==> src/rtl/w_dff_bank_ctrl_if.sv <==
// Command and flip-flop-bank bus between a command source and w_dff_bank_ctrl.
// The master drives commands and Q feedback; the slave (controller) drives the bank strobes.
interface w_dff_bank_ctrl_if;
   logic       cmd_valid;
   logic       cmd_ready;
   logic [2:0] cmd_op;
   logic [3:0] cmd_sel;
   logic [3:0] cmd_data;
   logic [3:0] ff_s;
   logic [3:0] ff_r;
   logic [3:0] ff_d;
   logic [3:0] ff_ce;
   logic [3:0] q_in;
   logic       done;
   logic       err;

   modport master (
      output cmd_valid, cmd_op, cmd_sel, cmd_data, q_in,
      input  cmd_ready, ff_s, ff_r, ff_d, ff_ce, done, err
   );

   modport slave (
      input  cmd_valid, cmd_op, cmd_sel, cmd_data, q_in,
      output cmd_ready, ff_s, ff_r, ff_d, ff_ce, done, err
   );
endinterface

==> src/rtl/w_dff_bank_ctrl.sv <==
// Sequencer for a 4-bit D flip-flop bank: async set/clear strobes, parallel load, serial shift.
// Define W_DFF_BANK_CTRL_VERIFY_EN to add the post-LOAD read-back CHECK state.
module w_dff_bank_ctrl #(
   parameter int PULSE_W = 2,
   parameter int RECOV_W = 1
) (
   input logic              CLK,
   input logic              R,
   w_dff_bank_ctrl_if.slave bus
);

   generate
      if (PULSE_W < 1 || PULSE_W > 15) begin : g_bad_pulse
         $error("PULSE_W out of range 1..15");
      end
      if (RECOV_W < 1 || RECOV_W > 7) begin : g_bad_recov
         $error("RECOV_W out of range 1..7");
      end
   endgenerate

   localparam logic [2:0] OP_NOP   = 3'b000;
   localparam logic [2:0] OP_SET   = 3'b001;
   localparam logic [2:0] OP_CLEAR = 3'b010;
   localparam logic [2:0] OP_LOAD  = 3'b011;
   localparam logic [2:0] OP_SHIFT = 3'b100;

   localparam logic [3:0] PULSE_LAST = 4'(PULSE_W - 1);
   localparam logic [3:0] RECOV_LAST = 4'(RECOV_W - 1);
   localparam logic [3:0] SHIFT_LAST = 4'd3;

   typedef enum logic [2:0] {
      S_IDLE, S_STROBE, S_RECOV, S_LOAD, S_CHECK, S_SHIFT, S_DONE
   } state_t;

   state_t     r_state, w_next;
   logic [3:0] r_cnt, w_cnt_nxt;
   logic [2:0] r_op;
   logic [3:0] r_sel, r_data, r_ff_d;
   logic       r_err, r_armed;

   logic       w_ready, w_accept, w_illegal, w_chk_fail;
   logic [3:0] w_ff_s, w_ff_r, w_ff_d, w_ff_ce;
   logic       w_done;

   // r_armed holds cmd_ready low until the first edge after reset release.
   assign w_ready   = (r_state == S_IDLE) && r_armed;
   assign w_accept  = bus.cmd_valid && w_ready;
   assign w_illegal = (bus.cmd_op > OP_SHIFT);

`ifdef W_DFF_BANK_CTRL_VERIFY_EN
   assign w_chk_fail = (r_state == S_CHECK) && (bus.q_in != r_data);
`else
   logic w_unused_q3;
   assign w_chk_fail  = 1'b0;
   assign w_unused_q3 = bus.q_in[3];
`endif

   always_ff @(posedge CLK or negedge R) begin
      if (!R) begin
         r_state <= S_IDLE;
         r_cnt   <= '0;
         r_op    <= OP_NOP;
         r_sel   <= '0;
         r_data  <= '0;
         r_ff_d  <= '0;
         r_err   <= 1'b0;
         r_armed <= 1'b0;
      end else begin
         r_state <= w_next;
         r_cnt   <= w_cnt_nxt;
         r_ff_d  <= w_ff_d;
         r_armed <= 1'b1;
         if (w_accept) begin
            r_op   <= bus.cmd_op;
            r_sel  <= bus.cmd_sel;
            r_data <= bus.cmd_data;
         end
         if ((w_accept && w_illegal) || w_chk_fail)
            r_err <= 1'b1;
      end
   end

   always_comb begin
      w_next    = r_state;
      w_cnt_nxt = r_cnt;
      case (r_state)
         S_IDLE: begin
            if (w_accept) begin
               w_cnt_nxt = '0;
               case (bus.cmd_op)
                  OP_NOP:   w_next = S_DONE;
                  // An empty mask has nothing to strobe, so no recovery is owed.
                  OP_SET,
                  OP_CLEAR: w_next = (bus.cmd_sel == 4'b0000) ? S_DONE : S_STROBE;
                  OP_LOAD:  w_next = S_LOAD;
                  OP_SHIFT: w_next = S_SHIFT;
                  default:  w_next = S_DONE;
               endcase
            end
         end
         S_STROBE: begin
            if (r_cnt == PULSE_LAST) begin
               w_next    = S_RECOV;
               w_cnt_nxt = '0;
            end else begin
               w_cnt_nxt = r_cnt + 4'd1;
            end
         end
         S_RECOV: begin
            if (r_cnt == RECOV_LAST) begin
               w_next    = S_DONE;
               w_cnt_nxt = '0;
            end else begin
               w_cnt_nxt = r_cnt + 4'd1;
            end
         end
         S_LOAD: begin
`ifdef W_DFF_BANK_CTRL_VERIFY_EN
            w_next = S_CHECK;
`else
            w_next = S_DONE;
`endif
         end
         S_CHECK: w_next = S_DONE;
         S_SHIFT: begin
            if (r_cnt == SHIFT_LAST) begin
               w_next    = S_DONE;
               w_cnt_nxt = '0;
            end else begin
               w_cnt_nxt = r_cnt + 4'd1;
            end
         end
         S_DONE:  w_next = S_IDLE;
         default: w_next = S_IDLE;
      endcase
   end

   // Outputs decode from the async-reset state, so R low releases strobes at once.
   always_comb begin
      w_ff_s  = 4'b1111;
      w_ff_r  = 4'b1111;
      w_ff_ce = 4'b0000;
      w_ff_d  = r_ff_d;
      w_done  = 1'b0;
      case (r_state)
         S_STROBE: begin
            if (r_op == OP_SET) w_ff_s = ~r_sel;
            else                w_ff_r = ~r_sel;
         end
         S_LOAD: begin
            w_ff_ce = 4'b1111;
            w_ff_d  = r_data;
         end
         S_SHIFT: begin
            w_ff_ce = 4'b1111;
            w_ff_d  = {bus.q_in[2:0], r_data[0]};
         end
         S_DONE:  w_done = 1'b1;
         default: ;
      endcase
   end

   assign bus.cmd_ready = w_ready;
   assign bus.ff_s      = w_ff_s;
   assign bus.ff_r      = w_ff_r;
   assign bus.ff_d      = w_ff_d;
   assign bus.ff_ce     = w_ff_ce;
   assign bus.done      = w_done;
   assign bus.err       = r_err;

endmodule

==> src/flat_wrapper.sv <==
// flat-port wrapper written by rule: the top's interface ports become plain ports
module w_dff_bank_ctrl_flat 
#(
   parameter int PULSE_W = 2,
   parameter int RECOV_W = 1
)
  (CLK, R, bus_cmd_valid, bus_cmd_op, bus_cmd_sel, bus_cmd_data, bus_q_in, bus_cmd_ready, bus_ff_s, bus_ff_r, bus_ff_d, bus_ff_ce, bus_done, bus_err);
  w_dff_bank_ctrl_if bus_i ();
  input logic CLK;
  input logic R;
  input wire logic [$bits(bus_i.cmd_valid)-1:0] bus_cmd_valid;
  input wire logic [$bits(bus_i.cmd_op)-1:0] bus_cmd_op;
  input wire logic [$bits(bus_i.cmd_sel)-1:0] bus_cmd_sel;
  input wire logic [$bits(bus_i.cmd_data)-1:0] bus_cmd_data;
  input wire logic [$bits(bus_i.q_in)-1:0] bus_q_in;
  output wire logic [$bits(bus_i.cmd_ready)-1:0] bus_cmd_ready;
  output wire logic [$bits(bus_i.ff_s)-1:0] bus_ff_s;
  output wire logic [$bits(bus_i.ff_r)-1:0] bus_ff_r;
  output wire logic [$bits(bus_i.ff_d)-1:0] bus_ff_d;
  output wire logic [$bits(bus_i.ff_ce)-1:0] bus_ff_ce;
  output wire logic [$bits(bus_i.done)-1:0] bus_done;
  output wire logic [$bits(bus_i.err)-1:0] bus_err;
  assign bus_i.cmd_valid = bus_cmd_valid;
  assign bus_i.cmd_op = bus_cmd_op;
  assign bus_i.cmd_sel = bus_cmd_sel;
  assign bus_i.cmd_data = bus_cmd_data;
  assign bus_i.q_in = bus_q_in;
  assign bus_cmd_ready = bus_i.cmd_ready;
  assign bus_ff_s = bus_i.ff_s;
  assign bus_ff_r = bus_i.ff_r;
  assign bus_ff_d = bus_i.ff_d;
  assign bus_ff_ce = bus_i.ff_ce;
  assign bus_done = bus_i.done;
  assign bus_err = bus_i.err;
  w_dff_bank_ctrl #(.PULSE_W(PULSE_W), .RECOV_W(RECOV_W)) u_core (.CLK(CLK), .R(R), .bus(bus_i));
endmodule
==> config.mk <==
export PLATFORM = sky130hd
export DESIGN_NAME = w_dff_bank_ctrl_flat
export DESIGN_NICKNAME = d
export VERILOG_FILES = /design/src/rtl/w_dff_bank_ctrl_if.sv /design/src/rtl/w_dff_bank_ctrl.sv /design/src/flat_wrapper.sv
export SDC_FILE = /design/constraint.sdc
export NUM_CORES = 1
export LEC_CHECK = 0
export CAP_MARGIN = 40
export CORE_UTILIZATION = 30
export CTS_BUF_LIST = sky130_fd_sc_hd__clkbuf_8
export DETAILED_ROUTE_END_ITERATION = 6
export HOLD_SLACK_MARGIN = 0.05
export SLEW_MARGIN = 20
export SYNTH_ARGS = -nofsm -noshare
export SYNTH_HDL_FRONTEND = slang
export SYNTH_SLANG_ARGS = --single-unit
==> constraint.sdc <==
create_clock -name CLK -period 2.7 [get_ports CLK]
set_input_delay 0.81 -clock CLK [delete_from_list [all_inputs] [get_ports CLK]]
set_output_delay 0.81 -clock CLK [all_outputs]
set_load 0.01 [all_outputs]
; After elaboration in Yosys (flattened, before gate mapping)
; Cells that the tools add are included.
[totals]
in_bits = 18
register_bits = 24
out_inout_bits = 19
word_cells = 59
[op_classes]
mux = 19
n_lt_le_gt_ge = 1
add_sub_neg = 1
n_reduce_logical = 12
bitwise = 1
eq_ne = 17
[ops]
columns = cell, count
row1 = $mux W4, 9
row2 = $pmux W4 S4, 1
row3 = $mux W3, 5
row4 = $pmux W3 S5, 1
row5 = $eq A3 B2 Y1 const B, 4
row6 = $eq A3 B3 Y1 const B, 4
row7 = $eq A3 B1 Y1 const B, 3
row8 = $pmux W3 S3, 1
row9 = $logic_not A4 Y1, 2
row10 = $ne A2 B1 Y1 const B, 4
row11 = $pmux W4 S2, 1
row12 = $reduce_or A2 Y1, 3
row13 = $add A4 B1 Y4 const B, 1
row14 = $eq A4 B1 Y1 const B, 1
row15 = $eq A4 B2 Y1 const B, 1
row16 = $not A4 Y4, 1
row17 = $reduce_and A4 Y1, 1
row18 = $reduce_bool A4 Y1, 1
row19 = $gt A3 B3 Y1 const B, 1
row20 = $logic_and A1 B1 Y1, 3
row21 = $logic_not A3 Y1, 1
row22 = $reduce_and A2 Y1, 1
row23 = $mux W1, 1

; Longest topological paths before layout
[depth]
ltp_word = 5
ltp_mapped = 6
mapped_depth_nobuf = 6

; Worst setup path before layout
; No wires, ideal clock.
[synth_path]
path_type = register to output
from = register u_core.r_state[2]
to = output bus_ff_s[0]
t_arrival_ns = 1.532
path_stages_with_launch = 5
slack_ns = 0.358
n_path_buf = 1
required_ns = 1.890
cell_sequence = dfrtp_1 -> buf_6 -> nor3b_1 -> nor4b_1 -> nand2_1
[synth_between]
elab_chain_cells = 2
[synth_rtl]
columns = element, line_no
row1 = "start, declared", w_dff_bank_ctrl.sv:35  ; state_t r_state, w_next;
row2 = "start signal, assigned", w_dff_bank_ctrl.sv:69  ; r_state <= w_next;
row3 = $eq A3 B1 Y1, w_dff_bank_ctrl.sv:145  ; case (r_state)
row4 = $mux W4, w_dff_bank_ctrl.sv:145
row5 = "end, declared", flat_wrapper.sv:17  ; output wire logic [$bits(bus_i.ff_s)-1:0] bus_ff_s;
; Every way passes these cells.

; Worst setup path in the final report
; Same ends and word-level chain as after synthesis.

==> results.md <==
* Status: finished clean
* Critical Path Source Type: register
* CTS Hold Bufs at 0
* GPL Wtd Cong at 0.818
* Crit. End Element: primary output
* First-pass GRT wire length at 5.12 mm
* Clk sinks at 24
* I/O pins at 37
* Worst path depth at 5
* Most common cell after layout, fill and taps aside: clkdlybuf4s50_1
* Num CTS Buffers at 3
* Clk_lat worst skew at 270 ps
* FF-to-FF path depth at 6
* Reg area at 604 um2
* Die Width at 68.0 um
* Diodes inserted at 0
* Via Count at 1126
* Multi-input logic area at 673 um2
* IO buf count at 35
* CP max-delay cell: clkdlybuf4s50_1
* Cell breakdown of the critical path: nor3b_4 -> nor4b_2 -> buf_4 -> nand2_1 -> clkdlybuf4s50_1
* Register area share after synthesis at 46.0%
* Filler cell count at 392
* Initial antenna violation count at 0
* Final period util at 97.2%
* H-tree levels at 1
* Most frequent cells in the layout: clkdlybuf4s50_1, dfrtp_1, buf_4
* Synth top area cells: dfrtp_1, mux2_2, nand2_1
* RSZ-0062 raised after global routing: false
* DRC violations left at 0
* Mapped cell area at 0.00131 mm2
* Drt first pass iters at 4
* Core Area at 0.00409 mm2
* Final #Nets at 198
* Hpwl dp at 2.29 mm
* Total wire length at 3.08 mm
* Top delay family on crit path: buffers and inverters
* Clk root buf: clkbuf_8
* TritonCTS clock tree: built
* Period minus WS final at 2630 ps
* Crit path kind: reg2out
* Die area at 0.00462 mm2
* Max VDD drop at 0.000457 V
* Req. time, crit path at 1890 ps
* Synth top area share at 46.0%
* Post-route ant nets at 0
* Yosys reg bits at 24
* Clk buf depth at 2
* Post-synthesis cell type count at 40
* Max-slew headroom at 45.6%
* Hold Path Depth at 1
* Fraction of layout cells with a size suffix above 1 at 27.4%
* Max FO, Critical Path at 4
* Pwr/cell area at 1000 mW/mm2
* Max_cap viols at 0
* GRT overflow at 0
* Syn Nets at 147
* Fmax at 0.381 GHz
* Post-DR vias/cell at 5.00
* Clock slew at reported path FFs at 80 ps
* LEAKAGE at 0.830 nW
* Max incr delay on CP at 470 ps
* Fin. Hold Viols at 0
* Buf/Inv on CP at 2
* Average wire per standard cell at 13.7 um
* Clock skew at 4.28 ps
* Vias in the first global route at 1147
* Ys Warns at 0
* Final Util at 46.7%
* Worst slew pin tran at 816 ps
* Maximum number of pins on one net before global-route repair at 25
* Top cell type by total area after synthesis: dfrtp_1
* Area growth from synthesis to final layout at 46.0%
* Final hold slack at 480 ps
* Row count at 23
* DIE HEIGHT at 68.0 um
* Finish-stage setup viols at 0
* Starting Density at 32.0%
* Critical path arrival at 1820 ps
* Final Slew Violations at 0
* Dpl cell area at 0.00177 mm2
* Worst hold path type: reg2reg
* Global-route usage over all layers at 14.8%
* Syn avg cell area at 10.5 um2
* Detailed Route Iter0 Violations at 69
* Cells after Synth at 125
* Finished Cell Area at 0.00191 mm2
[cells in the mapped netlist]
cell type / instances
conb_1: 1
or2b_1: 1
and3b_1: 1
a311o_1: 1
a21o_1: 1
a222oi_1: 1
nor3b_1: 4
dfrtp_1: 24
a31o_2: 1
o21ai_0: 5
a32o_1: 2
xnor2_1: 1
or3_1: 1
ha_1: 4
o21bai_1: 2
nor2_1: 2
clkbuf_1: 1
o21a_1: 1
nor4_1: 1
nor4b_1: 1
o22a_1: 3
xor2_1: 2
nand2_1: 16
buf_6: 1
mux2_2: 11
nand3_1: 1
inv_1: 5
nand2b_1: 1
a21oi_1: 6
and2_1: 2
and3_1: 1
buf_4: 4
nand3b_1: 1
or3b_1: 2
o31a_1: 2
nor3_1: 2
a22o_1: 1
o22ai_1: 6
buf_2: 1
or3b_2: 1
[sequential cells by signal, indices dropped and copies added, names as in the netlist]
register        cells
u_core.r_cnt        4
u_core.r_armed      1
u_core.r_sel        4
u_core.bus.err      1
u_core.r_ff_d       4
u_core.r_op         3
u_core.r_data       4
u_core.r_state      3
[metrics by stage]
step | setup slack, ps | std cells | power [mW] | setup TNS (ps)
after floorplan | 358 | 125 | 1.22 | 0
after global placement | -330 | 216 | 1.56 | -934
after detailed placement | -349 | 216 | 1.60 | -1010
after CTS | 3.59 | 225 | 1.91 | 0
after global routing | 3.12 | 225 | 2.07 | 0
final | 74.4 | 225 | 1.91 | 0
[logic make-up after synthesis]
| kind of cell | share of synthesized area (%) |
|---|---|
| muxes | 9.48 |
| xor gates and xnor gates | 2.01 |
| adders and majority gates | 3.83 |
| other | 0.287 |
| buffers and inverters | 5.27 |
| DFF | 46.0 |
| AOI/OAI and AO/OA | 17.1 |
| and+or+nand+nor | 16.0 |
[timing repair]
item / CTS / global route
buffers inserted: 5 / 0
endpoints found under the setup margin: 12 / 12
gates resized for setup: 16 / 17
pin swaps: 1 / 1
[final timing paths]
check | start | to | slack (ps)
worst max-delay path | u_core.r_state[2] | bus_ff_s[0] | 70
worst min-delay path | u_core.bus.err | u_core.bus.err | 480
worst max register to register | u_core.r_cnt[0] | u_core.r_cnt[2] | 500
worst min register to register | u_core.bus.err | u_core.bus.err | 480
max in group asynchronous | R | u_core.r_state[1] | 1540
min in group asynchronous | R | u_core.r_op[1] | 890
[layer usage]
layer	track usage (%)	wire length (um)	vias up
met1	17.3	1330	549
met3	4.17	160	2
li1	-	-	551
met2	26.5	1580	24
met5	0	0	-
met4	3.13	10	0
[power breakdown]
group | switching [mW] | internal (mW) | total (mW)
Clock | 0.113 | 0.130 | 0.243
Combinational | 0.457 | 0.570 | 1.03
Sequential | 0.120 | 0.523 | 0.643
Total | 0.690 | 1.22 | 1.91
[layout make-up]
type,count,share of cell area (%)
clock buffer,4,2.89
inverter,5,0.984
multi-input combinational,89,35.3
tap,50,3.28
sequential,24,31.7
timing repair buffer,53,25.9
Power figures use the tool's default switching activity.
